**config.mk**
```make
export PLATFORM = sky130hd
export DESIGN_NAME = icache_refill_ctrl_flat
export DESIGN_NICKNAME = d
export VERILOG_FILES = /design/src/rtl/icache_refill_ctrl_if.sv /design/src/rtl/icache_refill_ctrl.sv /design/src/flat_wrapper.sv
export SDC_FILE = /design/constraint.sdc
export NUM_CORES = 1
export LEC_CHECK = 0
export CORE_UTILIZATION = 45
export CTS_BUF_LIST = sky130_fd_sc_hd__clkbuf_8
export CTS_CLUSTER_SIZE = 10
export DETAILED_ROUTE_END_ITERATION = 7
export GPL_ROUTABILITY_DRIVEN = 0
export GPL_TIMING_DRIVEN = 1
export MAX_ROUTING_LAYER = met4
export PLACE_DENSITY = 0.92
export SYNTH_ARGS = -nofsm -noshare
export SYNTH_HDL_FRONTEND = slang
export SYNTH_SLANG_ARGS = --single-unit
```
**constraint.sdc**
```tcl
create_clock -name clk -period 5.35 [get_ports clk]
set_input_delay 1.605 -clock clk [delete_from_list [all_inputs] [get_ports clk]]
set_output_delay 1.605 -clock clk [all_outputs]
set_load 0.05 [all_outputs]
```
**src/rtl/icache_refill_ctrl_if.sv**
```systemverilog
// Bundle between the refill controller, the instruction cache and the memory read bus.
// master is the controller's view; slave is the cache/memory side.
interface icache_refill_ctrl_if #(
    parameter int unsigned DATA_LENGTH = 32
);
    logic                   flush;
    logic                   miss;
    logic [31:0]            miss_addr;
    logic                   refill_complete;
    logic                   mem_req_valid;
    logic                   mem_req_ready;
    logic [31:0]            mem_req_addr;
    logic [7:0]             mem_req_len;
    logic                   mem_rvalid;
    logic [DATA_LENGTH-1:0] mem_rdata;
    logic                   mem_rlast;
    logic                   refill_valid;
    logic [DATA_LENGTH-1:0] refill_data;
    logic                   busy;
    logic                   refill_err;

    modport master (
        input  flush, miss, miss_addr, refill_complete,
        input  mem_req_ready, mem_rvalid, mem_rdata, mem_rlast,
        output mem_req_valid, mem_req_addr, mem_req_len,
        output refill_valid, refill_data, busy, refill_err
    );

    modport slave (
        output flush, miss, miss_addr, refill_complete,
        output mem_req_ready, mem_rvalid, mem_rdata, mem_rlast,
        input  mem_req_valid, mem_req_addr, mem_req_len,
        input  refill_valid, refill_data, busy, refill_err
    );
endinterface

```
**src/rtl/icache_refill_ctrl.sv**
```systemverilog
// Instruction-cache miss handler: one line-aligned burst read per miss, words forwarded
// in order to the cache, with flush draining and malformed-burst detection.
module icache_refill_ctrl #(
    parameter int unsigned DATA_LENGTH = 32,
    parameter int unsigned LINE_SIZE   = 64
) (
    input  logic                 clk,
    input  logic                 rst,
    icache_refill_ctrl_if.master bus
);
    localparam int unsigned WORDS = LINE_SIZE / (DATA_LENGTH / 8);
    localparam int unsigned OFF   = $clog2(LINE_SIZE);
    localparam int unsigned CW    = 5;
    localparam logic [CW-1:0] LAST_BEAT = CW'(WORDS - 1);

    localparam logic [2:0] IDLE     = 3'd0;
    localparam logic [2:0] REQ      = 3'd1;
    localparam logic [2:0] FILL     = 3'd2;
    localparam logic [2:0] WAIT_ACK = 3'd3;
    localparam logic [2:0] HOLDOFF  = 3'd4;
    localparam logic [2:0] DRAIN    = 3'd5;

    logic [2:0]             state_q, state_d;
    logic [CW-1:0]          cnt_q, cnt_d;
    logic [31:0]            addr_q, addr_d;
    logic                   pend_q, pend_d;
    logic                   req_valid_q;
    logic                   rv_q, rv_d;
    logic [DATA_LENGTH-1:0] data_q, data_d;
    logic                   err_q, err_d;
    logic                   busy_q;

    // Offset bits are dropped by line alignment.
    logic [OFF-1:0] unused_addr_bits;
    assign unused_addr_bits = bus.miss_addr[OFF-1:0];

    // Next-state and next-output logic.
    always_comb begin
        state_d = state_q;
        cnt_d   = cnt_q;
        addr_d  = addr_q;
        pend_d  = pend_q;
        rv_d    = 1'b0;
        data_d  = data_q;
        err_d   = 1'b0;
        case (state_q)
            IDLE: begin
                if (bus.miss && !bus.flush) begin
                    addr_d  = {bus.miss_addr[31:OFF], OFF'(0)};
                    pend_d  = 1'b0;
                    state_d = REQ;
                end
            end
            REQ: begin
                // The request is never withdrawn; a flush only redirects the burst to DRAIN.
                if (bus.flush) pend_d = 1'b1;
                if (bus.mem_req_ready) begin
                    cnt_d   = '0;
                    pend_d  = 1'b0;
                    state_d = (pend_q || bus.flush) ? DRAIN : FILL;
                end
            end
            FILL: begin
                if (bus.flush) begin
                    state_d = DRAIN;
                    if (bus.mem_rvalid) begin
                        cnt_d = cnt_q + CW'(1);
                        if (bus.mem_rlast) state_d = IDLE;
                    end
                end else if (bus.mem_rvalid) begin
                    rv_d   = 1'b1;
                    data_d = bus.mem_rdata;
                    cnt_d  = cnt_q + CW'(1);
                    if (bus.mem_rlast && cnt_q == LAST_BEAT) begin
                        state_d = WAIT_ACK;
                    end else if (bus.mem_rlast) begin
                        err_d   = 1'b1;
                        state_d = IDLE;
                    end else if (cnt_q == LAST_BEAT) begin
                        err_d   = 1'b1;
                        state_d = DRAIN;
                    end
                end
            end
            WAIT_ACK: begin
                if (bus.flush)                state_d = IDLE;
                else if (bus.refill_complete) state_d = HOLDOFF;
            end
            HOLDOFF: state_d = IDLE;
            DRAIN: begin
                if (bus.mem_rvalid && bus.mem_rlast) state_d = IDLE;
            end
            default: state_d = IDLE;
        endcase
    end

    always_ff @(posedge clk or posedge rst) begin
        if (rst) begin
            state_q     <= IDLE;
            cnt_q       <= '0;
            addr_q      <= '0;
            pend_q      <= 1'b0;
            req_valid_q <= 1'b0;
            rv_q        <= 1'b0;
            data_q      <= '0;
            err_q       <= 1'b0;
            busy_q      <= 1'b0;
        end else begin
            state_q     <= state_d;
            cnt_q       <= cnt_d;
            addr_q      <= addr_d;
            pend_q      <= pend_d;
            req_valid_q <= (state_d == REQ);
            rv_q        <= rv_d;
            data_q      <= data_d;
            err_q       <= err_d;
            busy_q      <= (state_d != IDLE);
        end
    end

    assign bus.mem_req_valid = req_valid_q;
    assign bus.mem_req_addr  = addr_q;
    assign bus.mem_req_len   = 8'(WORDS - 1);
    assign bus.refill_valid  = rv_q;
    assign bus.refill_data   = data_q;
    assign bus.busy          = busy_q;
    assign bus.refill_err    = err_q;
endmodule
```
**src/flat_wrapper.sv**
```systemverilog
// flat-port wrapper written by rule: the top's interface ports become plain ports
module icache_refill_ctrl_flat 
#(
    parameter int unsigned DATA_LENGTH = 32,
    parameter int unsigned LINE_SIZE   = 64
)
  (clk, rst, bus_flush, bus_miss, bus_miss_addr, bus_refill_complete, bus_mem_req_ready, bus_mem_rvalid, bus_mem_rdata, bus_mem_rlast, bus_mem_req_valid, bus_mem_req_addr, bus_mem_req_len, bus_refill_valid, bus_refill_data, bus_busy, bus_refill_err);
  icache_refill_ctrl_if #(.DATA_LENGTH(DATA_LENGTH)) bus_i ();
  input  logic clk;
  input  logic rst;
  input wire logic [$bits(bus_i.flush)-1:0] bus_flush;
  input wire logic [$bits(bus_i.miss)-1:0] bus_miss;
  input wire logic [$bits(bus_i.miss_addr)-1:0] bus_miss_addr;
  input wire logic [$bits(bus_i.refill_complete)-1:0] bus_refill_complete;
  input wire logic [$bits(bus_i.mem_req_ready)-1:0] bus_mem_req_ready;
  input wire logic [$bits(bus_i.mem_rvalid)-1:0] bus_mem_rvalid;
  input wire logic [$bits(bus_i.mem_rdata)-1:0] bus_mem_rdata;
  input wire logic [$bits(bus_i.mem_rlast)-1:0] bus_mem_rlast;
  output wire logic [$bits(bus_i.mem_req_valid)-1:0] bus_mem_req_valid;
  output wire logic [$bits(bus_i.mem_req_addr)-1:0] bus_mem_req_addr;
  output wire logic [$bits(bus_i.mem_req_len)-1:0] bus_mem_req_len;
  output wire logic [$bits(bus_i.refill_valid)-1:0] bus_refill_valid;
  output wire logic [$bits(bus_i.refill_data)-1:0] bus_refill_data;
  output wire logic [$bits(bus_i.busy)-1:0] bus_busy;
  output wire logic [$bits(bus_i.refill_err)-1:0] bus_refill_err;
  assign bus_i.flush = bus_flush;
  assign bus_i.miss = bus_miss;
  assign bus_i.miss_addr = bus_miss_addr;
  assign bus_i.refill_complete = bus_refill_complete;
  assign bus_i.mem_req_ready = bus_mem_req_ready;
  assign bus_i.mem_rvalid = bus_mem_rvalid;
  assign bus_i.mem_rdata = bus_mem_rdata;
  assign bus_i.mem_rlast = bus_mem_rlast;
  assign bus_mem_req_valid = bus_i.mem_req_valid;
  assign bus_mem_req_addr = bus_i.mem_req_addr;
  assign bus_mem_req_len = bus_i.mem_req_len;
  assign bus_refill_valid = bus_i.refill_valid;
  assign bus_refill_data = bus_i.refill_data;
  assign bus_busy = bus_i.busy;
  assign bus_refill_err = bus_i.refill_err;
  icache_refill_ctrl #(.DATA_LENGTH(DATA_LENGTH), .LINE_SIZE(LINE_SIZE)) u_core (.clk(clk), .rst(rst), .bus(bus_i));
endmodule
```
* After elaboration in Yosys (flattened, before gate mapping)
Index checks and enable logic that the tools add are counted.
Cells by class: equal/unequal tests 10, mux-type cells 30, bitwise logic cells 1, reduce and logical (&&, ||, !) cells 13, add/sub/neg operators 1
Operator list (count):
- $mux W3 | 13
- $pmux W3 S5 | 1
- $mux W1 | 12
- $mux W5 | 2
- $pmux W5 S2 | 1
- $reduce_and A3 Y1 | 3
- $eq A3 B1 Y1 const B | 2
- $eq A3 B2 Y1 const B | 2
- $add A5 B1 Y5 const B | 1
- $eq A5 B4 Y1 const B | 1
- $ne A2 B2 Y1 const B | 2
- $reduce_bool A2 Y1 | 2
- $eq A3 B3 Y1 const B | 1
- $logic_and A1 B1 Y1 | 3
- $logic_not A3 Y1 | 1
- $ne A3 B3 Y1 const B | 1
- $reduce_bool A3 Y1 | 1
- $ne A2 B1 Y1 const B | 1
- $pmux W1 S2 | 1
- $reduce_and A2 Y1 | 1
- $logic_not A1 Y1 | 1
- $logic_or A1 B1 Y1 | 1
- $not A1 Y1 | 1
Word-level totals: output and inout port bits 76, flip-flop bits (word level) 71

* Longest topological paths before layout
word-level depth 8, gate-level depth with buffers 8

* Worst setup path before layout
OpenSTA, ideal clock, no wires.
path kind input to register, start input bus_flush, end register u_core.busy_q (netlist: u_core.bus.busy), library setup time 140 ps, path slack 2724 ps, stages 5, arrival 2486 ps, required time 5210 ps, path buffers 1, path through buf_6 > or2_2 > a32oi_1 > o211ai_2 > nand4bb_1
On the way: longest elaborated chain between the ends 5
Ends and longest elaborated chain:
- from (decl) | RTL line flat_wrapper.sv:11 | input wire logic [$bits(bus_i.flush)-1:0] bus_flush;
- $logic_or A1 B1 Y1 or $logic_not A1 Y1 (tied branches) | RTL line icache_refill_ctrl.sv:60, icache_refill_ctrl.sv:48
- $mux W3 or $logic_and A1 B1 Y1 (tied branches) | RTL line icache_refill_ctrl.sv:60, icache_refill_ctrl.sv:48
- $mux W3 (on tied branches) | RTL line icache_refill_ctrl.sv:57, icache_refill_ctrl.sv:48
- $pmux W3 S5 (*) | RTL line icache_refill_ctrl.sv:46 | case (state_q)
- named net u_core.state_d[2] | RTL line icache_refill_ctrl.sv:23 | logic [2:0] state_q, state_d;
- $reduce_bool A3 Y1 (*) | RTL line icache_refill_ctrl.sv:117 | busy_q <= (state_d != IDLE);
- to (signal assigned) | RTL line icache_refill_ctrl.sv:117
- to (decl) | RTL line icache_refill_ctrl.sv:31 | logic busy_q;
Mark *: on every way through the listed nets, which the timed path passes. The rest lies on a longest branch. A chain may end at the register's enable or synchronous reset.

* Final worst setup path
start register u_core.addr_q[16] (netlist: u_core.bus.mem_req_addr[16]), end output bus_mem_req_addr[16]
RTL lines:
- from (decl) | RTL line icache_refill_ctrl.sv:25 | logic [31:0] addr_q, addr_d;
- from (signal assigned) | RTL line icache_refill_ctrl.sv:111 | addr_q <= addr_d;
- to (decl) | RTL line flat_wrapper.sv:20 | output wire logic [$bits(bus_i.mem_req_addr)-1:0] bus_mem_req_addr;
No word-level cell between the ends.

==> impl_metrics.json <==
{
  "whs_ns": 0.495,
  "startpoint": "u_core.bus.mem_req_addr[16]$_DFFE_PP0P_",
  "rsz0062_at_grt": "false",
  "status": "completed",
  "routed_wl_um": 6830,
  "path_class": "reg -> out",
  "first_iter_violations": 73,
  "fin_crit_ns": 3.14,
  "cp-end-kind": "output pin",
  "grt_pass1_vias": 2306,
  "worstSetupStartpointType": "register",
  "yosysWarnings": 0,
  "required_ns": 3.74,
  "clock_latency_ns": 0.34,
  "grt_pass1_wl_um": 11300,
  "vias": 2108,
  "worst_path_max_delay_cell": "clkdlybuf4s50_1",
  "fp.dieH_um": 85.2,
  "finalSetupViolations": 0,
  "coreArea_um2": 6530,
  "clk_pin_slew_ns": 0.08,
  "reg2reg_slack_ns": 3.35,
  "clock_sinks": 71,
  "slew-limit-headroom": 0.286,
  "crit_arrival_ns": 1.54,
  "synth_seq_area_share": 0.571,
  "hp-class": "reg -> reg",
  "final_nets": 421,
  "cp.depth": 1,
  "power_per_cell_area_nw_per_um2": 618,
  "cts_made_buffers": 9,
  "fmax_mhz": 318,
  "antennaDiodeCount": 0,
  "r2r-start": "u_core.cnt_q[0]$_DFFE_PP0P_",
  "dp_cells": 411,
  "syn_to_final_growth_pct": 46.5,
  "initial_core_util": 0.477,
  "ant_nets": 0,
  "cts_max_path_buffers": 2,
  "grt_overflow_total": 0,
  "nFillCells": 465,
  "fp.dieArea_um2": 7260,
  "finClkSkew_ns": 0.0134,
  "final_max_slew_viol_count": 0,
  "worstRegToRegCells": 7,
  "crit_path_end": "bus_mem_req_addr[16]",
  "cts.repair.resized": 0,
  "row_count": 29,
  "dr.pass1.iters": 4,
  "ys_ff_latch": 71,
  "critPathMaxFanout": 2,
  "hold_viol": 0,
  "critical_path.max_stage_delay_ns": 0.83,
  "path_cells": "clkdlybuf4s50_1",
  "crit_buf_inv": 1,
  "cp_top_family": "buffers and inverters",
  "layout-drive-gt1-share": 0.226,
  "io_pins": 148,
  "portBuffers": 127,
  "vias_per_cell": 4.94,
  "grt_usage": 0.210,
  "multi_input_area_um2": 1160,
  "synth_area_um2": 3110,
  "period_share": 0.588,
  "route.detailed.drc": 0,
  "fin_util": 0.699,
  "layout_common_cells": "clkdlybuf4s50_1, dfrtp_1, mux2_2",
  "cts_root_buffer": "clkbuf_8",
  "r2r-end": "u_core.bus.busy$_DFF_PP0_",
  "hold_buffers": 0,
  "grt_start_max_net_pins": 54,
  "fin_cells": 427,
  "syn_area_per_cell_um2": 14.4,
  "leakagePower_nw": 2.03,
  "die_x_um": 85.2,
  "tightest_slew_ns": 1.07,
  "cts_tree": "done",
  "tns_ns": 0,
  "cap_violations": 0,
  "wire_per_inst_um": 16.0,
  "irDropWorstVdd_mv": 0.386,
  "antenna_found_initial": 0,
  "final_common_cell": "clkdlybuf4s50_1",
  "synth_cell_types": 40,
  "cts_setup_buffers": 0,
  "syn_inst": 217,
  "hpwl_um": 4960,
  "cts_max_level": 3,
  "ff_latch_area_um2": 1780
}
-- Yosys cell counts --
library cell  number  share of area
a21o_1             1         0.0024
dfrtp_1           71           0.57
a221oi_2           1         0.0048
nand3_4            2          0.011
buf_4             15          0.036
nor3b_1            1         0.0024
or2_2              1         0.0020
o2bb2ai_1          1         0.0028
nor2_4             2         0.0072
a32oi_1            1         0.0028
nor2_8             1         0.0064
o311ai_0           1         0.0028
nand4bb_1          1         0.0036
mux2_1             8          0.029
nand4_1            1         0.0020
o22a_1             1         0.0028
nor2_1             4         0.0048
nor2b_1            1         0.0020
a31oi_1            1         0.0020
conb_1             2         0.0024
buf_6              8          0.029
or3_1              1         0.0020
nand2_1            8         0.0096
nor2_2             1         0.0020
a21oi_1            2         0.0032
o21a_1             1         0.0024
a211oi_2           1         0.0040
xor2_1             2         0.0056
ha_1               4          0.016
inv_1              4         0.0048
nand3_1            6         0.0096
nand3b_1           1         0.0024
mux2_2            50           0.18
and2_1             1         0.0020
o211ai_2           1         0.0040
o21bai_1           1         0.0024
o21ai_0            3         0.0048
xnor2_1            1         0.0028
and4bb_2           2         0.0080
and3_1             2         0.0040
-- cell families after synthesis --
group / share of synthesized area
flip-flops: 0.571
multiplexers: 0.210
AND/OR/NAND/NOR: 0.0816
buffers and inverters: 0.0699
AO/OA/AOI/OAI: 0.0414
adder cells (fa/ha/maj): 0.0161
XOR/XNOR: 0.00844
other: 0.00241
-- report_power, final --
part,switching (mW),total (mW),internal [mW]
Combinational,0.923,1.47,0.543
Sequential,0.127,0.864,0.737
Clock,0.200,0.488,0.288
-- metal layers --
layer  vias up  track usage  share of wire
li1        987            -              -
met1      1023        0.234           0.39
met2        79        0.356           0.53
met3        19       0.0477          0.050
met4         0        0.100          0.032
met5         -            -              0
-- how the worst min path moves through the flow --
stage / start / end / slack [ns] / depth (start not counted)
4_1_cts: u_core.bus.refill_data[27]$_DFFE_PP0P_ / u_core.bus.refill_data[27]$_DFFE_PP0P_ / 0.50 / 1
5_1_grt: u_core.bus.refill_data[27]$_DFFE_PP0P_ / u_core.bus.refill_data[27]$_DFFE_PP0P_ / 0.51 / 1
3_3_place_gp: u_core.bus.refill_data[27]$_DFFE_PP0P_ / u_core.bus.refill_data[27]$_DFFE_PP0P_ / 0.47 / 1
6_report: u_core.bus.refill_data[27]$_DFFE_PP0P_ / u_core.bus.refill_data[27]$_DFFE_PP0P_ / 0.49 / 1
3_5_place_dp: u_core.bus.refill_data[15]$_DFFE_PP0P_ / u_core.bus.refill_data[15]$_DFFE_PP0P_ / 0.48 / 1
2_1_floorplan: u_core.cnt_q[4]$_DFFE_PP0P_ / u_core.cnt_q[4]$_DFFE_PP0P_ / 0.47 / 2
-- registers in the layout, summed over array words and instances, names as in the netlist, 3 cells and up --
| signal | cells |
|---|---|
| u_core.bus.refill_data | 32 |
| u_core.cnt_q | 5 |
| u_core.state_q | 3 |
| u_core.bus.mem_req_addr | 26 |
-- area by class of cell --
class,count,area share
tap,77,0.0211
timing repair buffer,128,0.280
clock inverter,5,0.0175
multi-input combinational,131,0.255
inverter,4,0.00329
clock buffer,11,0.0332
sequential,71,0.389
-- per-stage QoR --
stage | power (mW) | worst slack [ns] | instance area [um^2]
2_1_floorplan | 1.87 | 1.95 | 3160
3_3_place_gp | 2.30 | 1.93 | 4330
3_5_place_dp | 2.35 | 1.91 | 4330
4_1_cts | 2.84 | 2.19 | 4560
5_1_grt | 2.93 | 2.12 | 4560
6_report | 2.82 | 2.21 | 4560
Note: power is estimated with default switching activity, not from simulation.
==> RTL edit 1, RTL diff (config.mk and constraints unchanged) <==
`LINE_SIZE` is set to 64 in 2 places; all go to 256.
--- a/src/rtl/icache_refill_ctrl.sv
+++ b/src/rtl/icache_refill_ctrl.sv
@@ -2,7 +2,7 @@
 // in order to the cache, with flush draining and malformed-burst detection.
 module icache_refill_ctrl #(
     parameter int unsigned DATA_LENGTH = 32,
-    parameter int unsigned LINE_SIZE   = 64
+    parameter int unsigned LINE_SIZE   = 256
 ) (
     input  logic                 clk,
     input  logic                 rst,
--- a/src/flat_wrapper.sv
+++ b/src/flat_wrapper.sv
@@ -2,7 +2,7 @@
 module icache_refill_ctrl_flat 
 #(
     parameter int unsigned DATA_LENGTH = 32,
-    parameter int unsigned LINE_SIZE   = 64
+    parameter int unsigned LINE_SIZE   = 256
 )
   (clk, rst, bus_flush, bus_miss, bus_miss_addr, bus_refill_complete, bus_mem_req_ready, bus_mem_rvalid, bus_mem_rdata, bus_mem_rlast, bus_mem_req_valid, bus_mem_req_addr, bus_mem_req_len, bus_refill_valid, bus_refill_data, bus_busy, bus_refill_err);
   icache_refill_ctrl_if #(.DATA_LENGTH(DATA_LENGTH)) bus_i ();
Formal check against the unedited RTL: not equivalent (Yosys sat finds a counterexample within 4 cycles, from zero or initial values and one cycle with rst high).
==> RTL edit 1 against the original RTL <==
  * Design area increased by 0.85%
  * Setup slack got worse by 0.095 ns
  * Wire length decreased by 3.5%
  * First-iteration DRC count decreased by 2.7%
  * Critical path depth increased by 3
  * Clock skew decreased by 0.0052 ns
  * Register-to-register slack about the same
  * Sequential cell count decreased by 2
  * Non-clock buffer count decreased by 4
  * Synthesized cell count decreased by 0.92%
  * Sequential share of layout area decreased by 1.4 points
  * Area after synthesis increased by 2.2%
  * Power decreased by 0.17%
  * Die area increased by 2.2%
  * Largest cell class unchanged
  * Highest routed layer unchanged
==> RTL edit 1: results (changes against the original RTL) <==
Max Root-Sink Buffers=2 (unchanged); Async S/R FF share, synth=100% (unchanged); actual slew at the worst max-slew pin=1.05 ns (-0.0210 ns); routing usage on met1=22.7% (-0.72 points); initial antenna violation count=0 (unchanged); Pre-antenna DRT Iters=4 (unchanged); Area contributors post-synth=dfrtp_1 54%, mux2_4 13%, mux2_2 9.6%; worst-path maximum fanout=34 (+32); Vias/cell=4.77 (-3.5%); Worst Hold Depth=1 (unchanged); Compound-Gate Fraction of Synth Area=3.89% (-0.25 points); Crit path arrival time=3.45 ns (+1.91 ns); Post-Synth Adder-Cell Area=1.57% (-0.035 points); ratio of cells with drive above 1 in the final layout=24.4% (+1.8 points); Netlist cell types=42 (+5.0%); IO buf count=123 (-3.1%); root buffer cell=clkbuf_8; first-pass GRT wire length=10700 µm (-4.6%); Yosys warning count=0 (unchanged); number of global-route vias before repair=2272 (-1.5%); synth cell count leaders=69 x dfrtp_1, 28 x mux2_4, 27 x mux2_2; max reg flops=32 (unchanged); worst clock skew=0.00822 ns (-0.00517 ns); Top FF cell, synth=dfrtp_1; sequential share of the synthesized area=54.2% (-2.8 points); met1 WL=2640 µm (+0.15%); CTS resizes=0 (unchanged); syn avg cell area=14.8 µm² (+3.2%); DRT iter0 DRCs=71 (-2.7%); CTS buffer count=9 (unchanged); metal2 WL=3510 µm (-3.4%); clk_lat worst skew=0.34 ns (about the same); largest net degree at the start of global routing=52 (-3.7%); top sig layer=met4; worst hold path type=flop to flop; post-CTS setup buffer count=0 (unchanged); Lkg Pwr=0.00205 µW (+0.89%); WL met3=321 µm (-5.6%); fillers=525 (+13%); Total Nets Final=415 (-1.4%); xor/xnor share of the synthesized area=0.825% (-0.018 points); R2R depth=4 (-3); HPWL after DPL=4800 µm (-3.1%); CTS HTree Levels=3 (unchanged); M3 GR Usage=5.49% (+0.72 points); status=completed; met2 usage=32.3% (-3.4 points); drt wl/cell=15.0 µm (-6.4%); via count=2097 (-0.52%); Max IR drop VDD=0.000367 V (-4.9%); placed cell area=0.00435 mm² (+0.52%); clock-pin slew on the worst setup and hold paths=~0.070 ns; GR Util All Layers=19.5% (-1.5 points); Antenna Cells=0 (unchanged); mux share of post-synthesis cell area=23.1% (+2.1 points)
==> RTL edit 1: cell count changes after synthesis, moves of 2 or more <==
cell and change:
buf_12 +3, buf_4 +3, dfrtp_1 -2, mux2_1 -7, mux2_2 -23, mux2_4 +28, nand2_1 +2, buf_6 -4
==> RTL edit 1: path summary, 6_finish.rpt <==
check / from / slack, ns / end
max in group asynchronous: rst / 2.65 / u_core.bus.mem_req_addr[12]
setup reg to reg: u_core.state_q[0] / 3.35 / u_core.bus.refill_data[7]
hold reg to reg: u_core.bus.mem_req_addr[8] / 0.50 / u_core.bus.mem_req_addr[8]
hold / removal: u_core.bus.mem_req_addr[8] / 0.50 / u_core.bus.mem_req_addr[8]
setup / recovery: bus_mem_rvalid / 2.11 / u_core.bus.refill_data[7]
min in group asynchronous: rst / 1.85 / u_core.bus.refill_data[15]
==> RTL edit 1: power by group <==
group,total (µW),internal (µW),switching (µW)
clock network,520,322,198
registers,844,715,129
logic,1450,564,886
==> RTL edit 1: final cells by class <==
class                      count  area, µm²  share of cell area, %
clock inverter                 6        110                   2.39
timing repair buffer         124       1240                   26.9
sequential                    69       1730                   37.5
clock buffer                  10        138                   2.99
tap                           96        120                   2.61
inverter                       3       11.3                  0.245
multi-input combinational    132       1260                   27.3
==> RTL edit 1: metrics by stage <==
step	hold slack (ns)	util [%]	setup slack (ns)	total power (µW)
finish	0.499	67.4	2.11	2810
global route	0.528	67.4	2.03	2930
CTS	0.503	67.4	2.09	2840
detailed placement	0.485	63.7	1.74	2310
global placement	0.481	63.7	1.77	2270
floorplan	0.476	-	2.01	1860
==> RTL edit 1: critical path, cell delays in order <==
cell	delay, ns
clkdlybuf4s50_1	0.65
nand3_4	0.17
nor2_8	0.60
mux2_2	0.41
==> RTL edit 2, RTL diff (config.mk and constraints unchanged) <==
Without the edit above. Compare `cnt_q` against `LAST_BEAT` with >= in place of ==.
--- a/src/rtl/icache_refill_ctrl.sv
+++ b/src/rtl/icache_refill_ctrl.sv
@@ -71,7 +71,7 @@
                     rv_d   = 1'b1;
                     data_d = bus.mem_rdata;
                     cnt_d  = cnt_q + CW'(1);
-                    if (bus.mem_rlast && cnt_q == LAST_BEAT) begin
+                    if (bus.mem_rlast && cnt_q >= LAST_BEAT) begin
                         state_d = WAIT_ACK;
                     end else if (bus.mem_rlast) begin
                         err_d   = 1'b1;
Formal check against the unedited RTL: no difference found for any inputs over 10 cycles, from zero or initial values and one cycle with rst high; that may be too few to reach the edited logic, so the function may still have changed.
==> RTL edit 2 against the original RTL <==
  * The run now ends with DRC left
  * Fmax is 1.9% lower
  * Worst hold slack worse by 0.020 ns
  * Power is 0.41% lower
  * Sequential cell count stayed put
  * Sequential power hardly changed
  * Non-clock buffer count is 2 higher
  * Design area is 0.41% lower
  * Sequential share of layout area is 0.16 points higher
  * Via count is 14% higher
  * Die area is 0.52% lower
  * Wire length is 0.21% higher
  * Critical path type is now primary input to flop
  * Clock skew is 0.0089 ns lower
  * Area after synthesis is 0.52% lower
  * Setup slack worse by 0.059 ns
==> RTL edit 2: results (changes against the original RTL) <==
GR Util All Layers=20.6% (-0.42 points); ratio of cells with drive above 1 in the final layout=14.0% (-8.6 points); CP max stage delay=0.55 ns (-0.28 ns); Vias/cell=4.88 (-1.1%); DRT iter0 DRCs=143 (+96%); WL final=6840 µm (+0.21%); DRC violations left=12 (+12); worst slack at placement=1.82 ns (-0.0896 ns); Area contributors post-synth=dfrtp_1 57%, nand2_1 13%, mux2_4 9.2%; first-pass GRT wire length=11100 µm (-1.5%); status=finished with violations; synth cell count leaders=105 x nand2_1, 71 x dfrtp_1, 19 x mux2_4; worst-path maximum fanout=28 (+26); worst clock skew=0.00454 ns (-0.00885 ns); Pre-antenna DRT Iters=6 (+2); Max IR drop VDD=0.000302 V (-22%); Lkg Pwr=0.00214 µW (+5.4%); failing checks=DRC; Crit path arrival time=3.42 ns (+1.88 ns); Netlist cell types=38 (-5.0%); IO buf count=127 (unchanged); placed cell area=0.00435 mm² (+0.35%); sequential share of the synthesized area=57.4% (+0.30 points); number of global-route vias before repair=2371 (+2.8%); HPWL after DPL=4970 µm (+0.32%)
## RTL edit 2: cell count changes after synthesis, sizes merged, moves of 4 or more
cell   change
nor2       +4
nand2     +98
nand3      -6
mux2      -32
## RTL edit 2: critical path: cells and delay by family
| kind | cells | cell delay [ns] |
|---|---|---|
| buf+inv | 2 | 0.94 |
| simple gates | 2 | 0.46 |
| mux | 1 | 0.39 |
## RTL edit 2: cells by family after synthesis
logic type / share of synthesized area, %
flip-flops: 57.4
AO/OA/AOI/OAI: 4.32
other: 0.242
multiplexers: 11.8
adder cells (fa/ha/maj): 0.808
XOR/XNOR: 0.566
AND/OR/NAND/NOR: 18.3
buffers and inverters: 6.62
## RTL edit 2: worst paths after layout
check,start,to,slack [ns],cells past startpoint
max,bus_flush,u_core.bus.mem_req_addr[25],2.15,5
min,u_core.bus.refill_data[29],u_core.bus.refill_data[29],0.47,2
max reg2reg,u_core.cnt_q[0],u_core.bus.mem_req_valid,3.38,7
min reg2reg,u_core.bus.refill_data[29],u_core.bus.refill_data[29],0.47,2
max in group asynchronous,rst,u_core.bus.refill_data[13],2.65,3
min in group asynchronous,rst,u_core.bus.refill_data[25],1.80,2
## RTL edit 2: where the power goes
| part | switching (µW) | internal, µW |
|---|---|---|
| sequential | 123 | 744 |
| combinational | 956 | 564 |
| clock | 195 | 226 |
| total | 1270 | 1530 |
## RTL edit 2: layout make-up
| cell class | count | area [µm²] |
|---|---|---|
| clock buffers | 10 | 138 |
| multi-input cells | 192 | 1160 |
| flip-flops and latches | 71 | 1780 |
| fillers | 470 | 1950 |
| well taps | 77 | 96.3 |
| clock inverters | 6 | 60.1 |
| repair buffers | 130 | 1290 |
| inverters | 5 | 18.8 |
## RTL edit 2: per-layer routing
layer  vias to the layer above  part of all wire [%]  GRT usage [%]
met5                         -                     0              -
met4                         0                   1.5           8.32
met3                        10                   7.6           5.06
met2                       107                    48           32.3
met1                      1141                    43           25.6
li1                       1139                     -              -
## RTL edit 2: stage by stage
stage | std cells | power (µW)
final | 491 | 2810
after global routing | 491 | 2950
after CTS | 491 | 2830
after detailed placement | 475 | 2400
after global placement | 475 | 2360
after floorplan | 294 | 1910
